**config.mk**
```make
export PLATFORM = sky130hd
export DESIGN_NAME = nnrv_ram_arb_flat
export DESIGN_NICKNAME = d
export VERILOG_FILES = /design/src/rtl/nnrv_ram_arb_pkg.sv /design/src/rtl/nnrv_ram_arb_if.sv /design/src/rtl/nnrv_arb_streak.sv /design/src/rtl/nnrv_ram_arb.sv /design/src/flat_wrapper.sv
export SDC_FILE = /design/constraint.sdc
export NUM_CORES = 1
export LEC_CHECK = 0
export BUFFER_PORTS_ARGS = -buffer_cell sky130_fd_sc_hd__buf_2
export CORE_AREA = 2 2 102 104
export DETAILED_ROUTE_END_ITERATION = 12
export DIE_AREA = 0 0 104 106
export GPL_ROUTABILITY_DRIVEN = 0
export PLACE_DENSITY_LB_ADDON = 0.15
export SLEW_MARGIN = 10
export SYNTH_ARGS = -nofsm -noshare
export SYNTH_HDL_FRONTEND = slang
export SYNTH_HIERARCHICAL = 1
export SYNTH_SLANG_ARGS = --single-unit
```
**constraint.sdc**
```tcl
create_clock -name i_clk -period 3.9 [get_ports i_clk]
set_input_delay 0.39 -clock i_clk [delete_from_list [all_inputs] [get_ports i_clk]]
set_output_delay 0.39 -clock i_clk [all_outputs]
set_load 0.01 [all_outputs]
```
**src/rtl/nnrv_ram_arb_pkg.sv**
```systemverilog
// nnrv_pkg: shared types for the RAM arbiter.
// Holds the owner encoding used to route read data back to a requester and
// the tag record that travels alongside each read through the pipeline.
package nnrv_pkg;

    // Which requester issued a read.
    typedef enum logic {
        OWN_IF = 1'b0,
        OWN_DM = 1'b1
    } owner_e;

    // One tag per issued RAM command: vld is set only for reads that still
    // owe a response; own selects the response port.
    typedef struct packed {
        logic   vld;
        owner_e own;
    } tag_t;

    localparam tag_t TAG_NONE = '{vld: 1'b0, own: OWN_IF};

endpackage

```
**src/rtl/nnrv_ram_arb_if.sv**
```systemverilog
// nnrv_ram_arb_if: bundle of every arbiter signal except clock and reset.
// Signal names keep their i_/o_ prefixes relative to the arbiter.
//   fetch side : i_if_req, i_if_addr, o_if_gnt, o_if_valid, o_if_data, i_flush
//   data side  : i_dm_rd_en, i_dm_wr_en, i_dm_addr, i_dm_data, i_dm_mask,
//                o_dm_gnt, o_dm_valid, o_dm_data
//   RAM side   : o_ram_en, o_ram_we, o_ram_addr, o_ram_wdata, o_ram_be,
//                i_ram_rdata
// Modport slave is taken by the arbiter, master by whoever surrounds it.
interface nnrv_ram_arb_if #(
    parameter int XLEN       = 32,
    parameter int ADDR_WIDTH = 8
);
    logic                  i_if_req;
    logic [XLEN-1:0]       i_if_addr;
    logic                  o_if_gnt;
    logic                  o_if_valid;
    logic [XLEN-1:0]       o_if_data;
    logic                  i_flush;

    logic                  i_dm_rd_en;
    logic                  i_dm_wr_en;
    logic [XLEN-1:0]       i_dm_addr;
    logic [XLEN-1:0]       i_dm_data;
    logic [3:0]            i_dm_mask;
    logic                  o_dm_gnt;
    logic                  o_dm_valid;
    logic [XLEN-1:0]       o_dm_data;

    logic                  o_ram_en;
    logic                  o_ram_we;
    logic [ADDR_WIDTH-1:0] o_ram_addr;
    logic [XLEN-1:0]       o_ram_wdata;
    logic [3:0]            o_ram_be;
    logic [XLEN-1:0]       i_ram_rdata;

    modport slave (
        input  i_if_req, i_if_addr, i_flush,
        input  i_dm_rd_en, i_dm_wr_en, i_dm_addr, i_dm_data, i_dm_mask,
        input  i_ram_rdata,
        output o_if_gnt, o_if_valid, o_if_data,
        output o_dm_gnt, o_dm_valid, o_dm_data,
        output o_ram_en, o_ram_we, o_ram_addr, o_ram_wdata, o_ram_be
    );

    modport master (
        output i_if_req, i_if_addr, i_flush,
        output i_dm_rd_en, i_dm_wr_en, i_dm_addr, i_dm_data, i_dm_mask,
        output i_ram_rdata,
        input  o_if_gnt, o_if_valid, o_if_data,
        input  o_dm_gnt, o_dm_valid, o_dm_data,
        input  o_ram_en, o_ram_we, o_ram_addr, o_ram_wdata, o_ram_be
    );
endinterface

```
**src/rtl/nnrv_arb_streak.sv**
```systemverilog
// nnrv_arb_streak: per-cycle priority decision between fetch and data.
// Ports:
//   clk, rst  : clock, synchronous active-high reset
//   if_req    : fetch request pending
//   dm_req    : data (load or store) request pending
//   gnt_if    : fetch granted this cycle (combinational)
//   gnt_dm    : data granted this cycle (combinational)
// Data normally wins; after MAX_DATA_STREAK data grants in a row with fetch
// waiting, fetch gets one slot so it cannot starve.
module nnrv_arb_streak #(
    parameter int MAX_DATA_STREAK = 4
) (
    input  logic clk,
    input  logic rst,
    input  logic if_req,
    input  logic dm_req,
    output logic gnt_if,
    output logic gnt_dm
);

    localparam logic [3:0] LIMIT = 4'(MAX_DATA_STREAK);

    logic [3:0] streak;

    // Grants are suppressed during reset so nothing is issued from a
    // half-cleared pipeline.
    always_comb begin
        gnt_if = 1'b0;
        gnt_dm = 1'b0;
        if (!rst) begin
            if (dm_req && !(if_req && (streak == LIMIT))) begin
                gnt_dm = 1'b1;
            end else if (if_req) begin
                gnt_if = 1'b1;
            end
        end
    end

    // Counts data wins only while fetch is actually waiting; saturates so a
    // fetch that drops its request is never penalised later.
    always_ff @(posedge clk) begin
        if (rst) begin
            streak <= 4'd0;
        end else if (!if_req || gnt_if) begin
            streak <= 4'd0;
        end else if (gnt_dm && (streak != LIMIT)) begin
            streak <= streak + 4'd1;
        end
    end

endmodule

```
**src/rtl/nnrv_ram_arb.sv**
```systemverilog
// nnrv_ram_arb: shares one single-port RAM between instruction fetch and the
// load/store stream.
// Ports:
//   i_clk, i_rst : clock, synchronous active-high reset
//   bus          : nnrv_ram_arb_if.slave carrying fetch, data and RAM signals
// A grant in cycle N registers the RAM command for cycle N+1; the RAM answers
// in N+2, where the response is steered to its owner by a two-stage tag
// pipeline. Flush kills fetch tags still in the pipeline.
module nnrv_ram_arb
    import nnrv_pkg::*;
#(
    parameter int XLEN            = 32,
    parameter int ADDR_WIDTH      = 8,
    parameter int MAX_DATA_STREAK = 4
) (
    input  logic           i_clk,
    input  logic           i_rst,
    nnrv_ram_arb_if.slave  bus
);

    logic            dm_req;
    logic            dm_store;
    logic            gnt_if;
    logic            gnt_dm;
    logic            if_hit;
    logic            dm_hit;
    tag_t            tag_cmd;
    tag_t            tag_rsp;
    logic [XLEN-1:0] if_data_q;
    logic [XLEN-1:0] dm_data_q;
    logic            unused_addr_bits;

    // rd and wr together count as a store.
    assign dm_req   = bus.i_dm_rd_en | bus.i_dm_wr_en;
    assign dm_store = bus.i_dm_wr_en;

    nnrv_arb_streak #(
        .MAX_DATA_STREAK(MAX_DATA_STREAK)
    ) u_streak (
        .clk    (i_clk),
        .rst    (i_rst),
        .if_req (bus.i_if_req),
        .dm_req (dm_req),
        .gnt_if (gnt_if),
        .gnt_dm (gnt_dm)
    );

    assign bus.o_if_gnt = gnt_if;
    assign bus.o_dm_gnt = gnt_dm;

    // Byte offset and bits above the RAM range are not part of the word address.
    assign unused_addr_bits = ^{bus.i_if_addr[XLEN-1:ADDR_WIDTH+2], bus.i_if_addr[1:0],
                                bus.i_dm_addr[XLEN-1:ADDR_WIDTH+2], bus.i_dm_addr[1:0]};

    // RAM command register. Without a grant only en/we drop; address, data
    // and byte enables keep their last value to avoid needless toggling.
    always_ff @(posedge i_clk) begin
        if (i_rst) begin
            bus.o_ram_en    <= 1'b0;
            bus.o_ram_we    <= 1'b0;
            bus.o_ram_addr  <= '0;
            bus.o_ram_wdata <= '0;
            bus.o_ram_be    <= 4'h0;
        end else begin
            bus.o_ram_en <= gnt_if | gnt_dm;
            bus.o_ram_we <= gnt_dm & dm_store;
            if (gnt_dm) begin
                bus.o_ram_addr  <= bus.i_dm_addr[ADDR_WIDTH+1:2];
                bus.o_ram_be    <= bus.i_dm_mask;
                bus.o_ram_wdata <= bus.i_dm_data;
            end else if (gnt_if) begin
                bus.o_ram_addr  <= bus.i_if_addr[ADDR_WIDTH+1:2];
                bus.o_ram_be    <= 4'hF;
            end
        end
    end

    // tag_cmd travels with the command cycle, tag_rsp with the data-return
    // cycle. A flush kills a fetch both at grant time and while in tag_cmd;
    // one already in tag_rsp is being returned and is left alone.
    always_ff @(posedge i_clk) begin
        if (i_rst) begin
            tag_cmd <= TAG_NONE;
            tag_rsp <= TAG_NONE;
        end else begin
            tag_cmd.vld <= (gnt_if & ~bus.i_flush) | (gnt_dm & ~dm_store);
            tag_cmd.own <= gnt_dm ? OWN_DM : OWN_IF;
            tag_rsp.vld <= tag_cmd.vld & ~(bus.i_flush & (tag_cmd.own == OWN_IF));
            tag_rsp.own <= tag_cmd.own;
        end
    end

    assign if_hit = tag_rsp.vld && (tag_rsp.own == OWN_IF);
    assign dm_hit = tag_rsp.vld && (tag_rsp.own == OWN_DM);

    // The RAM word arrives in the response cycle itself, so it is passed
    // straight out and captured for holding while valid is low.
    always_ff @(posedge i_clk) begin
        if (i_rst) begin
            if_data_q <= '0;
            dm_data_q <= '0;
        end else begin
            if (if_hit) begin
                if_data_q <= bus.i_ram_rdata;
            end
            if (dm_hit) begin
                dm_data_q <= bus.i_ram_rdata;
            end
        end
    end

    assign bus.o_if_valid = if_hit;
    assign bus.o_dm_valid = dm_hit;
    assign bus.o_if_data  = if_hit ? bus.i_ram_rdata : if_data_q;
    assign bus.o_dm_data  = dm_hit ? bus.i_ram_rdata : dm_data_q;

endmodule

```
**src/flat_wrapper.sv**
```systemverilog
// flat-port wrapper written by rule: the top's interface ports become plain ports
module nnrv_ram_arb_flat import nnrv_pkg::*;
#(
    parameter int XLEN            = 32,
    parameter int ADDR_WIDTH      = 8,
    parameter int MAX_DATA_STREAK = 4
)
  (i_clk, i_rst, bus_i_if_req, bus_i_if_addr, bus_i_flush, bus_i_dm_rd_en, bus_i_dm_wr_en, bus_i_dm_addr, bus_i_dm_data, bus_i_dm_mask, bus_i_ram_rdata, bus_o_if_gnt, bus_o_if_valid, bus_o_if_data, bus_o_dm_gnt, bus_o_dm_valid, bus_o_dm_data, bus_o_ram_en, bus_o_ram_we, bus_o_ram_addr, bus_o_ram_wdata, bus_o_ram_be);
  nnrv_ram_arb_if #(.XLEN(XLEN), .ADDR_WIDTH(ADDR_WIDTH)) bus_i ();
  input  logic i_clk;
  input  logic i_rst;
  input wire logic [$bits(bus_i.i_if_req)-1:0] bus_i_if_req;
  input wire logic [$bits(bus_i.i_if_addr)-1:0] bus_i_if_addr;
  input wire logic [$bits(bus_i.i_flush)-1:0] bus_i_flush;
  input wire logic [$bits(bus_i.i_dm_rd_en)-1:0] bus_i_dm_rd_en;
  input wire logic [$bits(bus_i.i_dm_wr_en)-1:0] bus_i_dm_wr_en;
  input wire logic [$bits(bus_i.i_dm_addr)-1:0] bus_i_dm_addr;
  input wire logic [$bits(bus_i.i_dm_data)-1:0] bus_i_dm_data;
  input wire logic [$bits(bus_i.i_dm_mask)-1:0] bus_i_dm_mask;
  input wire logic [$bits(bus_i.i_ram_rdata)-1:0] bus_i_ram_rdata;
  output wire logic [$bits(bus_i.o_if_gnt)-1:0] bus_o_if_gnt;
  output wire logic [$bits(bus_i.o_if_valid)-1:0] bus_o_if_valid;
  output wire logic [$bits(bus_i.o_if_data)-1:0] bus_o_if_data;
  output wire logic [$bits(bus_i.o_dm_gnt)-1:0] bus_o_dm_gnt;
  output wire logic [$bits(bus_i.o_dm_valid)-1:0] bus_o_dm_valid;
  output wire logic [$bits(bus_i.o_dm_data)-1:0] bus_o_dm_data;
  output wire logic [$bits(bus_i.o_ram_en)-1:0] bus_o_ram_en;
  output wire logic [$bits(bus_i.o_ram_we)-1:0] bus_o_ram_we;
  output wire logic [$bits(bus_i.o_ram_addr)-1:0] bus_o_ram_addr;
  output wire logic [$bits(bus_i.o_ram_wdata)-1:0] bus_o_ram_wdata;
  output wire logic [$bits(bus_i.o_ram_be)-1:0] bus_o_ram_be;
  assign bus_i.i_if_req = bus_i_if_req;
  assign bus_i.i_if_addr = bus_i_if_addr;
  assign bus_i.i_flush = bus_i_flush;
  assign bus_i.i_dm_rd_en = bus_i_dm_rd_en;
  assign bus_i.i_dm_wr_en = bus_i_dm_wr_en;
  assign bus_i.i_dm_addr = bus_i_dm_addr;
  assign bus_i.i_dm_data = bus_i_dm_data;
  assign bus_i.i_dm_mask = bus_i_dm_mask;
  assign bus_i.i_ram_rdata = bus_i_ram_rdata;
  assign bus_o_if_gnt = bus_i.o_if_gnt;
  assign bus_o_if_valid = bus_i.o_if_valid;
  assign bus_o_if_data = bus_i.o_if_data;
  assign bus_o_dm_gnt = bus_i.o_dm_gnt;
  assign bus_o_dm_valid = bus_i.o_dm_valid;
  assign bus_o_dm_data = bus_i.o_dm_data;
  assign bus_o_ram_en = bus_i.o_ram_en;
  assign bus_o_ram_we = bus_i.o_ram_we;
  assign bus_o_ram_addr = bus_i.o_ram_addr;
  assign bus_o_ram_wdata = bus_i.o_ram_wdata;
  assign bus_o_ram_be = bus_i.o_ram_be;
  nnrv_ram_arb #(.XLEN(XLEN), .ADDR_WIDTH(ADDR_WIDTH), .MAX_DATA_STREAK(MAX_DATA_STREAK)) u_core (.i_clk(i_clk), .i_rst(i_rst), .bus(bus_i));
endmodule
```
==> summary.md <==
In this run the critical register-to-register path is launched from u_core/u_streak/streak[0]$_SDFFE_PP0P_. The final layout contains 746 nets. The worst hold-check slack was 0.116 ns; the worst-case clock skew was 0.00852 ns. Yosys mapped a number of flops with a built-in enable equal to 0. The number of resized instances in the post-cts repair step was 0; the synthesized area per cell was 11.5 um^2. The run gives 7130 um as the HPWL reported at the end of detailed placement. Dividing the detail-routed wire length by the instance count gives 13.8 um. Entering global routing, the biggest net connects 71 pins.

The tightest min-delay check is of the in -> reg type. The worst setup path is launched from a register. After synthesis, the cell types taking the most area are sky130_fd_sc_hd__dfxtp_1 51%, sky130_fd_sc_hd__mux2_2 12%, sky130_fd_sc_hd__nor2b_1 9.3%.

The cell sitting at the root of the clock tree is a sky130_fd_sc_hd__clkbuf_8. For the leakage power, the log shows 3.30 nW. Most common cell in the synthesized netlist: sky130_fd_sc_hd__dfxtp_1.

Synthesis produced 406 cells. The die is 106 um tall. The run gives 0.51 ns as the clock latency on the worst-skew pair. In this run the power density over the cells is 494 nW/um^2.

STA puts the critical path data required time at 3.51 ns. In this run the number of H-tree levels came out at 4. The critical path is of the reg -> out type.

The tools report the setup slack at placement as 1.62 ns. For the pin with the worst max-slew slack, the measured transition is 1.14 ns. The final layout contains routed wiring with a total length of 10,400 um. For this configuration, the core starts out at a cell density of 46.5%. The most used flip-flop cell after synthesis is sky130_fd_sc_hd__dfxtp_1.

Before antenna repair, the detailed router went through 4 iterations. The smallest clock period supported by the final layout is computed as 2.78 ns. In the routed design, unresolved DRC markers number 0. The signed area change from the synthesized netlist to the final layout is 37.2%. The average via count per standard cell is 4.64, and the count of max-cap constraint violations is 0. The run gives 546 as the net count of the mapped netlist. After global routing the overflow that remains totals 0.

Ratio of cells with drive above 1 in the final layout: 51.1%. Setup repair after global routing left no endpoint under its margin. The hold violation total from the final report was 0.

The number of buffers inserted by post-CTS setup repair is 0. The synthesis-stage register bit count came out at 118. The number of antenna violations at the first check in global routing is 0.

The die covers 11,000 um^2. The post-layout total power was 3.16 mW; the total setup violations reported at the end of the flow was 0. In this run the horizontal extent of the chip is 104 um.

The run finished with clean final reports. Count of inserted antenna diode cells: 0. The final count of pins violating max slew was 0; the end-of-flow core utilization was 63.8%.

The tools report the launch instance of the worst min-delay path as bus_i_dm_data[8]. The worst setup path is captured at an output port. The clock net in this run drives a total of 118 sinks. The clock-pin slew on the worst setup and hold paths is 0.06 ns, and the placeable core region is 10000 um^2.

Cell area after technology mapping: 4650 um^2. The fraction of post-synthesis cell area in the top cell type by area is 50.8%, and the final critical-path share of the clock period is 71.4%. The clock tree buffer depth is 2, and the peak supply drop is 0.259 mV. The number of global-route vias before repair was 3,664.

The I/O pin count was 252. The share of the Yosys chip area taken by registers is 50.8%. For the number of buffers created by CTS, the log shows 17.

The run gives 0 as the number of buffers inserted by hold repair at cts. TritonCTS built the clock tree. Static timing analysis puts the maximum clock frequency at 359 MHz. Final antenna-violating net count: 0. The total global-route track usage is 19.4%, and the detailed-route via count is 3,498. Fill cells in the final layout number 854.

Of all cell types, the one taking the most synthesized area is sky130_fd_sc_hd__dfxtp_1. For this block, the initial DRC count from the detailed router was 87. The worst endpoint data arrival time is 2.39 ns. The critical path starts at u_core/tag_rsp[1]$_SDFF_PP0_. The tools report the post-layout worst setup margin as 1.12 ns.

By count the netlist is led by 118 x sky130_fd_sc_hd__dfxtp_1, 69 x sky130_fd_sc_hd__nor2b_1, 48 x sky130_fd_sc_hd__mux2_2, 46 x sky130_fd_sc_hd__nor2_1, 41 x sky130_fd_sc_hd__mux2i_1. First-pass GRT wire length: 17,000 um. Buffers placed on the I/O ports in this run total 203. The relative slew slack is 24.0%, and the share of synthesized registers carrying an async set or reset is 0%. For the distinct cell type count of the synthesized netlist, the log shows 27. Of all nets on the critical path, the largest fanout is 20.

Aggregate negative setup slack: 0 ns. For this run, the number of Yosys warnings is 6. In this run the core area contains 37 standard-cell rows.
## where the power goes
part	switching [mW]	internal (mW)	leakage, nW
clock	0.511	1.15	0.311
combinational	0.119	0.119	2.03
sequential	0.0170	1.24	0.960
## per-stage QoR
stage / cell area (um^2) / cells
2_1_floorplan: 4650 / 406
3_3_place_gp: 5750 / 723
3_5_place_dp: 5750 / 723
4_1_cts: 6380 / 754
5_1_grt: 6380 / 754
6_report: 6380 / 754
## state kept, by name, summed over array words and instances (netlist names)
register	flops
u_core/u_streak/streak	4
u_core/dm_data_q	32
u_core/bus.o_ram_wdata	32
u_core/tag_cmd	2
u_core/if_data_q	32
u_core/tag_rsp	2
u_core/bus.o_ram_addr	8
u_core/bus.o_ram_we	1
u_core/bus.o_ram_be	4
u_core/bus.o_ram_en	1
## worst paths after layout
path              cells past startpoint                                      to  slack, ns
setup / recovery                      4                       bus_o_dm_data[14]       1.12
hold reg to reg                       1            u_core/tag_rsp[1]$_SDFF_PP0_       0.46
hold / removal                        3  u_core/bus.o_ram_wdata[8]$_SDFFE_PP0P_       0.12
setup reg to reg                      7  u_core/bus.o_ram_wdata[3]$_SDFFE_PP0P_       1.84
## cells in the final DEF, fill, tap and decap left out, types with 2 or more instances in the layout
cell type,netlist,final
sky130_fd_sc_hd__buf_2,8,202
sky130_fd_sc_hd__mux2_4,24,24
sky130_fd_sc_hd__ha_1,2,2
sky130_fd_sc_hd__dfxtp_1,118,118
sky130_fd_sc_hd__nor2b_4,2,2
sky130_fd_sc_hd__clkbuf_16,0,16
sky130_fd_sc_hd__clkbuf_1,12,2
sky130_fd_sc_hd__nor2_1,46,46
sky130_fd_sc_hd__nor3_1,8,8
sky130_fd_sc_hd__clkinv_2,0,3
sky130_fd_sc_hd__mux2i_1,41,41
sky130_fd_sc_hd__nor2b_1,69,69
sky130_fd_sc_hd__mux2_2,48,48
sky130_fd_sc_hd__clkbuf_8,0,4
sky130_fd_sc_hd__buf_4,0,4
sky130_fd_sc_hd__inv_1,7,7
sky130_fd_sc_hd__nand2b_1,3,2
sky130_fd_sc_hd__bufinv_16,0,5
## logic make-up after synthesis
family,share of synthesized area [%]
simple gates,16.2
flops,50.8
mux,28.2
buf+inv,3.52
compound gates,0.592
fa+ha+maj,0.538
xor+xnor,0.188
## critical path: stages (launching register included)
cell,delay [ns]
sky130_fd_sc_hd__dfxtp_1,0.31
sky130_fd_sc_hd__nand2_1,0.68
sky130_fd_sc_hd__buf_4,0.37
sky130_fd_sc_hd__mux2_2,0.37
sky130_fd_sc_hd__buf_2,0.15
## final cells by class
class,count,area (um^2),share of cell area (%)
Multi-Input combinational cell,255,2130,33.3
Sequential cell,118,2360,37.0
Inverter,7,26.3,0.412
Timing Repair Buffer,207,1060,16.6
Clock buffer,22,463,7.25
Tap cell,136,170,2.67
Clock inverter,9,173,2.70
## layer usage
metal / routed length [um] / GRT usage [%] / up-vias / share of wire (%)
met5: 0 / 0 / - / 0
li1: - / - / 1742 / -
met4: 109 / 7.05 / 0 / 1.0
met1: 4350 / 21.6 / 1607 / 42
met2: 5000 / 32.8 / 139 / 48
met3: 946 / 8.77 / 10 / 9.1
Note: power is estimated with default switching activity, not from simulation.
